### config.mk
export PLATFORM = sky130hd
export DESIGN_NAME = base_rr_arb_flat
export DESIGN_NICKNAME = d
export VERILOG_FILES = /design/src/rtl/base_rr_arb_if.sv /design/src/rtl/base_rr_arb.sv /design/src/flat_wrapper.sv
export SDC_FILE = /design/constraint.sdc
export NUM_CORES = 1
export LEC_CHECK = 0
export ABC_AREA = 1
export BUFFER_PORTS_ARGS = -buffer_cell sky130_fd_sc_hd__clkbuf_2
export CORE_MARGIN = 3
export CORE_UTILIZATION = 43
export DETAILED_ROUTE_END_ITERATION = 16
export HOLD_SLACK_MARGIN = 0.15
export PLACE_DENSITY = 0.77
export RECOVER_POWER = 25
export REMOVE_ABC_BUFFERS = 1
export SLEW_MARGIN = 15
export SYNTH_ARGS = -nofsm -noshare
export SYNTH_HDL_FRONTEND = slang
export SYNTH_SLANG_ARGS = --single-unit
### constraint.sdc
create_clock -name clk -period 1.8 [get_ports clk]
set_input_delay 0.18 -clock clk [delete_from_list [all_inputs] [get_ports clk]]
set_output_delay 0.18 -clock clk [all_outputs]
set_load 0.01 [all_outputs]
### src/rtl/base_rr_arb_if.sv
// ---------------------------------------------------------------------------
// base_rr_arb_if : requester-side and downstream-side signals of base_rr_arb.
//
// Bundles every stream signal of the arbiter; clk and reset stay plain ports.
//   i_v [0:ways-1]        requester valid, bit k = requester k
//   i_d [0:ways*width-1]  requester data, slice k = [k*width +: width]
//   i_r [0:ways-1]        requester ready (one-hot or zero)
//   i_e [0:ways-1]        requester end-of-packet  (BASE_RR_ARB_PKT_EN only)
//   o_v                   output valid
//   o_d [0:width-1]       output data
//   o_s [0:sw-1]          index of the requester that supplied o_d
//   o_e                   registered end-of-packet (BASE_RR_ARB_PKT_EN only)
//   o_r                   downstream ready
//
// Handshake: a beat moves across any valid/ready pair on a rising clock edge
// where valid and ready are both 1. A producer holds valid and data stable
// until that happens; ready may depend combinationally on valid.
//
// Modports: slave = the arbiter, master = whoever drives the requesters and
// consumes the output (the testbench).
// Optional feature macro: BASE_RR_ARB_PKT_EN (adds i_e / o_e).
// ---------------------------------------------------------------------------
interface base_rr_arb_if #(
   parameter int ways  = 4,
   parameter int width = 8,
   parameter int sw    = $clog2(ways)
);
   logic [0:ways-1]       i_v;
   logic [0:ways*width-1] i_d;
   logic [0:ways-1]       i_r;
   logic                  o_v;
   logic [0:width-1]      o_d;
   logic [0:sw-1]         o_s;
   logic                  o_r;
`ifdef BASE_RR_ARB_PKT_EN
   logic [0:ways-1]       i_e;
   logic                  o_e;

   modport slave (
      input  i_v, i_d, i_e, o_r,
      output i_r, o_v, o_d, o_s, o_e
   );
   modport master (
      output i_v, i_d, i_e, o_r,
      input  i_r, o_v, o_d, o_s, o_e
   );
`else
   modport slave (
      input  i_v, i_d, o_r,
      output i_r, o_v, o_d, o_s
   );
   modport master (
      output i_v, i_d, o_r,
      input  i_r, o_v, o_d, o_s
   );
`endif
endinterface

### src/rtl/base_rr_arb.sv
// ---------------------------------------------------------------------------
// base_rr_arb : round-robin arbiter feeding one registered valid/ready stage.
//
// Ports:
//   clk    rising-edge clock
//   reset  asynchronous, active-high reset
//   bus    base_rr_arb_if.slave (requester streams in, shared stream out)
//
// The winner is the first valid requester scanning from ptr upward with
// wrap-around. Its data and index are loaded into the output register
// whenever that register is empty or being drained (en = o_r | ~o_v), so the
// stage sustains one beat per cycle. ptr moves to winner+1 after each beat.
//
// Optional feature macro: BASE_RR_ARB_PKT_EN
//   Packet-locked arbitration: a beat with i_e=0 locks the grant to its
//   requester until that requester sends a beat with i_e=1. ptr only moves
//   when a packet ends. o_e carries the end-of-packet flag of the output beat.
// No FSM; the arbitration state is ptr (plus lock/lk with the macro).
// ---------------------------------------------------------------------------
module base_rr_arb #(
   parameter int ways  = 4,
   parameter int width = 8,
   parameter int sw    = $clog2(ways)
) (
   input logic       clk,
   input logic       reset,
   base_rr_arb_if.slave bus
);

   // (a + b) mod ways, for a < ways and b < ways.
   function automatic logic [sw-1:0] wrap_add(input logic [sw-1:0] a, input int b);
      int s;
      s = int'(a) + b;
      if (s >= ways) s = s - ways;
      return sw'(s);
   endfunction

   logic             o_v_q;
   logic [0:width-1] o_d_q;
   logic [sw-1:0]    o_s_q;
   logic [sw-1:0]    ptr_q;

   logic             en;
   logic             any;
   logic [sw-1:0]    g;
   logic             xfer;
   logic [sw-1:0]    ptr_nxt;

`ifdef BASE_RR_ARB_PKT_EN
   logic             lock_q;
   logic [sw-1:0]    lk_q;
   logic             o_e_q;
`endif

   assign en = bus.o_r | ~o_v_q;

   // Winner search: first valid requester at or after ptr, wrapping.
   always_comb begin
      any = 1'b0;
      g   = '0;
      for (int j = 0; j < ways; j++) begin
         if (!any && bus.i_v[int'(wrap_add(ptr_q, j))]) begin
            any = 1'b1;
            g   = wrap_add(ptr_q, j);
         end
      end
`ifdef BASE_RR_ARB_PKT_EN
      // Mid-packet only the locked requester may be granted, even if it has
      // nothing to send this cycle.
      if (lock_q) begin
         any = bus.i_v[int'(lk_q)];
         g   = lk_q;
      end
`endif
   end

   // xfer stays free of reset so reset is only ever an async flop reset;
   // the flops it steers are held in reset anyway.
   assign xfer    = any & en;
   assign ptr_nxt = wrap_add(g, 1);

   always_comb begin
      bus.i_r = '0;
      if (xfer && !reset) bus.i_r[int'(g)] = 1'b1;
   end

   // Control state: valid flag, pointer, packet lock.
   always_ff @(posedge clk or posedge reset) begin
      if (reset) begin
         o_v_q  <= 1'b0;
         ptr_q  <= '0;
`ifdef BASE_RR_ARB_PKT_EN
         lock_q <= 1'b0;
         lk_q   <= '0;
         o_e_q  <= 1'b0;
`endif
      end else begin
         // en=1 either loads a new beat or drains; en=0 holds.
         if (en) o_v_q <= xfer;
         if (xfer) begin
`ifdef BASE_RR_ARB_PKT_EN
            o_e_q <= bus.i_e[int'(g)];
            if (!bus.i_e[int'(g)]) begin
               lock_q <= 1'b1;
               lk_q   <= g;
            end else begin
               // While locked g equals lk, so g+1 is lk+1.
               lock_q <= 1'b0;
               ptr_q  <= ptr_nxt;
            end
`else
            ptr_q <= ptr_nxt;
`endif
         end
      end
   end

   // Payload register: no reset, only meaningful while o_v is set.
   always_ff @(posedge clk) begin
      if (xfer) begin
         o_d_q <= bus.i_d[int'(g)*width +: width];
         o_s_q <= g;
      end
   end

   assign bus.o_v = o_v_q;
   assign bus.o_d = o_d_q;
   assign bus.o_s = o_s_q;
`ifdef BASE_RR_ARB_PKT_EN
   assign bus.o_e = o_e_q;
`endif

endmodule

### src/flat_wrapper.sv
// flat-port wrapper written by rule: the top's interface ports become plain ports
module base_rr_arb_flat 
#(
   parameter int ways  = 4,
   parameter int width = 8,
   parameter int sw    = $clog2(ways)
)
  (clk, reset, bus_i_v, bus_i_d, bus_o_r, bus_i_r, bus_o_v, bus_o_d, bus_o_s);
  base_rr_arb_if #(.ways(ways), .width(width), .sw(sw)) bus_i ();
  input logic clk;
  input logic reset;
  input wire logic [$bits(bus_i.i_v)-1:0] bus_i_v;
  input wire logic [$bits(bus_i.i_d)-1:0] bus_i_d;
  input wire logic [$bits(bus_i.o_r)-1:0] bus_o_r;
  output wire logic [$bits(bus_i.i_r)-1:0] bus_i_r;
  output wire logic [$bits(bus_i.o_v)-1:0] bus_o_v;
  output wire logic [$bits(bus_i.o_d)-1:0] bus_o_d;
  output wire logic [$bits(bus_i.o_s)-1:0] bus_o_s;
  assign bus_i.i_v = bus_i_v;
  assign bus_i.i_d = bus_i_d;
  assign bus_i.o_r = bus_o_r;
  assign bus_i_r = bus_i.i_r;
  assign bus_o_v = bus_i.o_v;
  assign bus_o_d = bus_i.o_d;
  assign bus_o_s = bus_i.o_s;
  base_rr_arb #(.ways(ways), .width(width), .sw(sw)) u_core (.clk(clk), .reset(reset), .bus(bus_i));
endmodule
==> results_dict.tcl, run 1 <==
set metrics [dict create \
    portBuffers 53 \
    ff_latch_area_um2 377 \
    hold_violations 0 \
    fp-row-count 18 \
    drv_cap 0 \
    yosys-top-cells-area "nand2_1 27%, edfxtp_1 24%, nand4_1 8.6%, nand2_2 7.6%, dfrtp_1 6.1%" \
    ys_warn_count 0 \
    grt_pass1_vias 1337 \
    start_kind "register" \
    clockBufferDepth 2 \
    synth.distinct_cells 21 \
    dp_hpwl_um 2600 \
    seq_area_frac_synth_pct 30.4 \
    ioPinCount 54 \
    antenna_found_initial 0 \
    setup_ws_ps -324 \
    start_util_pct 47.3 \
    max_freq_mhz 471 \
    dr.pass1.iters 7 \
    cpMaxStageDelayCell "dfrtp_2" \
    setup_viol 12 \
    cts-root-buf "clkbuf_4" \
    wire_per_inst_um 12.6 \
    skew_ps 7.96 \
    routed_via_density 5.01 \
    htree_levels 1 \
    die_h_um 59.6 \
    fin_cells 291 \
    drcViolationCount 0 \
    cp_max_fo 7 \
    synth_cells 181 \
    p_total_w 0.00445 \
    violations "negative setup slack" \
    clock_sinks 13 \
    ir_drop_v 0.00174 \
    synth.top_cell.area_share_pct 27.4 \
    crit_path_end_kind "output port" \
    antenna_left 0 \
    grt_pass1_wl_um 5580 \
    drt_wl_total_um 3660 \
    multiInputGateArea_um2 822 \
    crit_type "reg -> out" \
    required_ps 1620 \
    syn-mean-instance-area_um2 6.82 \
    routed-via-count 1459 \
    p_leak_nw 1.03 \
    r2r_slack_ps -220 \
    die_w_um 59.6 \
    cpMostUsedCell "nand2_2" \
    min_period_ps 2120 \
    tightestPinTransition_ps 199 \
    yosysTopAreaCell "nand2_1" \
    antenna_cells 0 \
    synthToLayoutAreaGrowth_pct 49.1 \
    grt_use_total_pct 19.8 \
    cp_top_family "simple AND/OR/NAND/NOR gates" \
    ys_seq_elements 13 \
    maxSlewViolCount 0 \
    path_buf_inv 3 \
    status "complete, but fails checks" \
    min-delay-path-class "in -> reg" \
    cts_buffers 3 \
    grt_max_degree 17 \
    drive_gt1_share_pct 51.7 \
    rsz0062_at_grt "true" \
    core_area_um2 2610 \
    drtIter0Drc 61 \
    dp_slack_ps -108 \
    fin_nets 301 \
    fill_cells 226 \
    fin_util_pct 70.5 \
    placed_cells 279 \
    synth_area_um2 1230 \
    critPathMaxStageDelay_ps 490 \
    crit_arrival_ps 1940 \
    slew_headroom_pct 86.7 \
    path_cells "buf_6 -> nand2_2 -> nand2_2 -> nand2_2 -> nand2_2 -> nor2_4 -> nand3_4 -> nand3_4 -> buf_6 -> nand2_4 -> nor2_2 -> buf_2" \
    power_density_nw_per_um2 2410 \
    path_clk_slew_ps 90 \
    cts_tree "done" \
    gr-total-overflow 0 \
    place.gp.congestion 0.854 \
    timing.final.crit_share_pct 118 \
    die_area_um2 3550 \
    fin_hold_ws_ps 232 \
    clock_latency_ps 280 \
]
[registers in the layout, indices dropped and copies added, names as in the netlist]
signal          cells
u_core.bus.o_s      2
u_core.bus.o_v      1
u_core.ptr_q        2
u_core.bus.o_d      8
[synthesized netlist by cell type]
cell type and n:
dfrtp_1 3, nand3_2 1, nor3_2 2, nand2_1 90, buf_2 4, o21ai_0 1
buf_4 1, nand4_1 17, buf_6 1, nor2_1 4, nand3_1 7, a21boi_1 1
nand2_2 15, buf_12 1, inv_1 8, nor2_2 2, nand3_4 3, edfxtp_1 10
inv_2 5, nand2_4 3, nor2_4 2
[cells in the final DEF, fill, tap and decap left out]
cell type,count
dfrtp_1,2
nor3_2,2
nor2_1,2
inv_6,1
inv_1,7
buf_4,21
dlygate4sd3_1,1
a21boi_2,1
buf_2,3
edfxtp_1,10
clkbuf_2,47
nor2_4,4
inv_2,4
clkbuf_4,3
nand2_1,77
nand3_1,6
clkbuf_1,4
nand2_4,5
nand2_2,26
dfrtp_2,1
nand4_1,17
nand3_4,3
nor2_2,2
o21ai_2,1
inv_4,1
buf_6,7
nand3_2,2
buf_8,1
[worst min-delay path, stage by stage]
cell and delay, ps:
clkbuf_2 70, inv_1 30, nand2_1 130, nand2_1 70
[final timing paths]
kind	cells past startpoint	from	to
hold reg to reg	2	u_core.bus.o_v	u_core.bus.o_v
setup / recovery	12	u_core.ptr_q[0]	bus_i_r[3]
min in group asynchronous	3	reset	u_core.bus.o_v
max in group asynchronous	3	reset	u_core.ptr_q[0]
setup reg to reg	15	u_core.ptr_q[0]	u_core.bus.o_d[3]
hold / removal	4	bus_o_r	u_core.bus.o_v
[timing repair]
item / CTS / global route
gates cloned: 0 / 0
setup endpoints to repair: 14 / 20
pin swaps: 2 / 9
gates resized for setup: 13 / 27
setup buffers: 2 / 5
hold buffers: 1 / 0
endpoints found under the hold margin: 3 / 0
[power breakdown]
part	switching (W)	internal, W	leakage, nW
sequential	0.0000866	0.000592	0.131
clock	0.000105	0.0000860	0.0150
combinational	0.00202	0.00156	0.884
[logic make-up after synthesis]
| family | Yosys count | synth area share, % |
|---|---|---|
| compound gates | 2 | 1.01 |
| flops | 13 | 30.4 |
| buf+inv | 20 | 8.71 |
| simple gates | 146 | 59.9 |
[through the flow]
step / area [um^2] / TNS (ps)
final: 1840 / -2850
after global routing: 1840 / -4220
after CTS: 1740 / -1290
after detailed placement: 1640 / -1060
after global placement: 1640 / -749
after floorplan: 1180 / -2450
[final cells by class]
type                            count  share of cell area, %
Multi-Input combinational cell    148                   44.6
Timing Repair Buffer               83                   28.4
Sequential cell                    13                   20.4
Inverter                           13                   3.06
Tap cell                           30                   2.04
Clock buffer                        4                   1.43
[per-layer routing]
layer  GRT usage (%)  share of wire (%)  vias up
met3            1.53                6.6        4
met1            25.0                 41      653
li1                -                  -      745
met4            5.38                1.0        0
met5               0                  0        -
met2            36.0                 52       57
No activity file was read; power rests on OpenSTA's default activity.
==> inputs of run 2 (changes only) <==
--- a/config.mk
+++ b/config.mk
@@ -14,6 +14,7 @@
 export PLACE_DENSITY = 0.77
 export RECOVER_POWER = 25
 export REMOVE_ABC_BUFFERS = 1
+export SETUP_SLACK_MARGIN = 0.1
 export SLEW_MARGIN = 15
 export SYNTH_ARGS = -nofsm -noshare
 export SYNTH_HDL_FRONTEND = slang
==> run 2 against run 1 <==
Effect of this change: the run still ends with negative setup slack left; critical endpoint unchanged; critical path depth is the same; worst setup slack got worse by 32 ps; core utilization rose by 1.3 points; flip-flop and latch count stayed put; die area unchanged.
==> results_dict.tcl, run 2 (synthesis gave the netlist of run 1 again) <==
set metrics [dict create \
    status "complete, but fails checks" \
    violations "negative setup slack" \
    portBuffers 53 \
    synthToLayoutAreaGrowth_pct 52.0 \
    ir_drop_v 0.00176 \
    antenna_left 0 \
    timing.final.crit_share_pct 120 \
    maxSlewViolCount 0 \
    holdPathEnd "u_core.bus.o_v" \
    drv_cap 0 \
    drt_wl_total_um 3820 \
    dr.pass1.iters 4 \
    wire_per_inst_um 13.1 \
    cp_max_fo 7 \
    drive_gt1_share_pct 51.9 \
    grtUsageMet3_pct 1.53 \
    setup_viol 12 \
    gr-total-overflow 0 \
    r2r_slack_ps -260 \
    fin_util_pct 71.8 \
    min-delay-path-class "in -> reg" \
    r2r_end "u_core.bus.o_d[7]" \
    worstHoldStart "bus_o_r" \
    layout_commonest_cell "nand2_1" \
    required_ps 1620 \
    grt_busiest_layer "met2" \
    fin_nets 302 \
    grt_pass1_wl_um 5580 \
    hold_violations 0 \
    grt_use_total_pct 19.8 \
    ioPinCount 54 \
    grt_pass1_vias 1337 \
    power_density_nw_per_um2 2440 \
    antenna_cells 0 \
    drtIter0Drc 69 \
    die_area_um2 3550 \
    start_util_pct 47.3 \
    crit_type "reg -> out" \
    htree_levels 1 \
    cts_tree "done" \
    die_h_um 59.6 \
    final_area_um2 1880 \
    routed_via_density 5.05 \
    cts_buffers 3 \
    hold_depth 4 \
    start_kind "register" \
    core_area_um2 2610 \
    routed-via-count 1474 \
    fill_cells 216 \
    max_freq_mhz 464 \
    worst-r2r-cell-count 15 \
    largest_register_ff_count 8 \
    skew_ps 3.86 \
    rsz0062_at_grt "true" \
    layout_common_cells "76 x nand2_1, 46 x clkbuf_2, 25 x nand2_2" \
    clock_latency_ps 280 \
    place.gp.congestion 0.854 \
    dpl_cell_area_um2 1640 \
    dp_hpwl_um 2600 \
    clockBufferDepth 2 \
    crit_arrival_ps 1980 \
    path_clk_slew_ps 80 \
    reg2reg_from "u_core.ptr_q[0]" \
    grt_max_degree 17 \
    tightestPinTransition_ps 199 \
    crit_path_end_kind "output port" \
    p_total_w 0.00458 \
    antenna_found_initial 0 \
    min_period_ps 2160 \
    p_leak_nw 1.05 \
    cts-root-buf "clkbuf_4" \
    clock_sinks 13 \
    fp-row-count 18 \
    slew_headroom_pct 86.7 \
    use_met1_pct 25.0 \
    grtUsageMet2_pct 36.0 \
    setup_ws_ps -355 \
    drcViolationCount 0 \
    die_w_um 59.6 \
]
[run 2: cell types whose count changed in the layout (fill, tap and decap cells not counted), sizes merged]
cell	delta
buf	+1
[run 2: worst max-delay path: stages, from the launching register on]
cell	delay (ps)
dfrtp_2	490
buf_6	160
nand2_2	60
nand2_2	60
nand2_2	70
nand2_2	60
nor2_4	130
nand3_4	160
nand3_4	130
buf_6	110
nand2_4	40
nor2_2	80
buf_2	130
[run 2: routing by layer]
layer  share of wire [%]  wire [um]  up-vias
met5                   0          0        -
met4                 1.5         56        0
met3                 7.2        273        7
met2                  52       2000       63
met1                  39       1490      656
li1                    -          -      748
[run 2: report_power, final]
| part | switching (W) | total [W] | internal (W) |
|---|---|---|---|
| registers | 0.0000843 | 0.000676 | 0.000592 |
| logic | 0.00209 | 0.00372 | 0.00163 |
| clock network | 0.000106 | 0.000192 | 0.0000861 |
| total | 0.00228 | 0.00458 | 0.00230 |
[run 2: final cells by class]
class / count / area (um^2) / share of cell area [%]
multi-input combinational: 148 / 835 / 44.5
timing repair buffer: 84 / 541 / 28.8
sequential: 13 / 377 / 20.1
inverter: 13 / 61.3 / 3.27
tap: 30 / 37.5 / 2.00
clock buffer: 4 / 26.3 / 1.40
[run 2: worst max-delay path by stage]
stage,cells past startpoint,slack [ps],end,startpoint
after floorplan,10,-240,bus_i_r[0],u_core.ptr_q[0]
after global placement,13,-80,u_core.bus.o_d[1],u_core.ptr_q[0]
after detailed placement,11,-110,bus_i_r[3],u_core.ptr_q[0]
after CTS,13,-330,bus_i_r[0],u_core.ptr_q[0]
after global routing,12,-440,bus_i_r[3],u_core.ptr_q[0]
final,12,-360,bus_i_r[3],u_core.ptr_q[0]
[run 2: what timing repair did]
item,4_1_cts,5_1_grt
hold buffers,1,0
gates resized for setup,15,33
hold endpoints to repair,3,0
pin swaps,2,16
buffers inserted,2,6
endpoints found under the setup margin,25,25
[run 2: per-stage QoR]
step / setup slack (ps) / instances / hold WS, ps / setup TNS (ps)
4_1_cts: -329 / 286 / 190 / -1240
3_3_place_gp: -80.0 / 279 / 47.0 / -749
3_5_place_dp: -108 / 279 / 48.7 / -1060
2_1_floorplan: -243 / 174 / -58.0 / -2450
5_1_grt: -435 / 292 / 253 / -4360
6_report: -355 / 292 / 230 / -3040
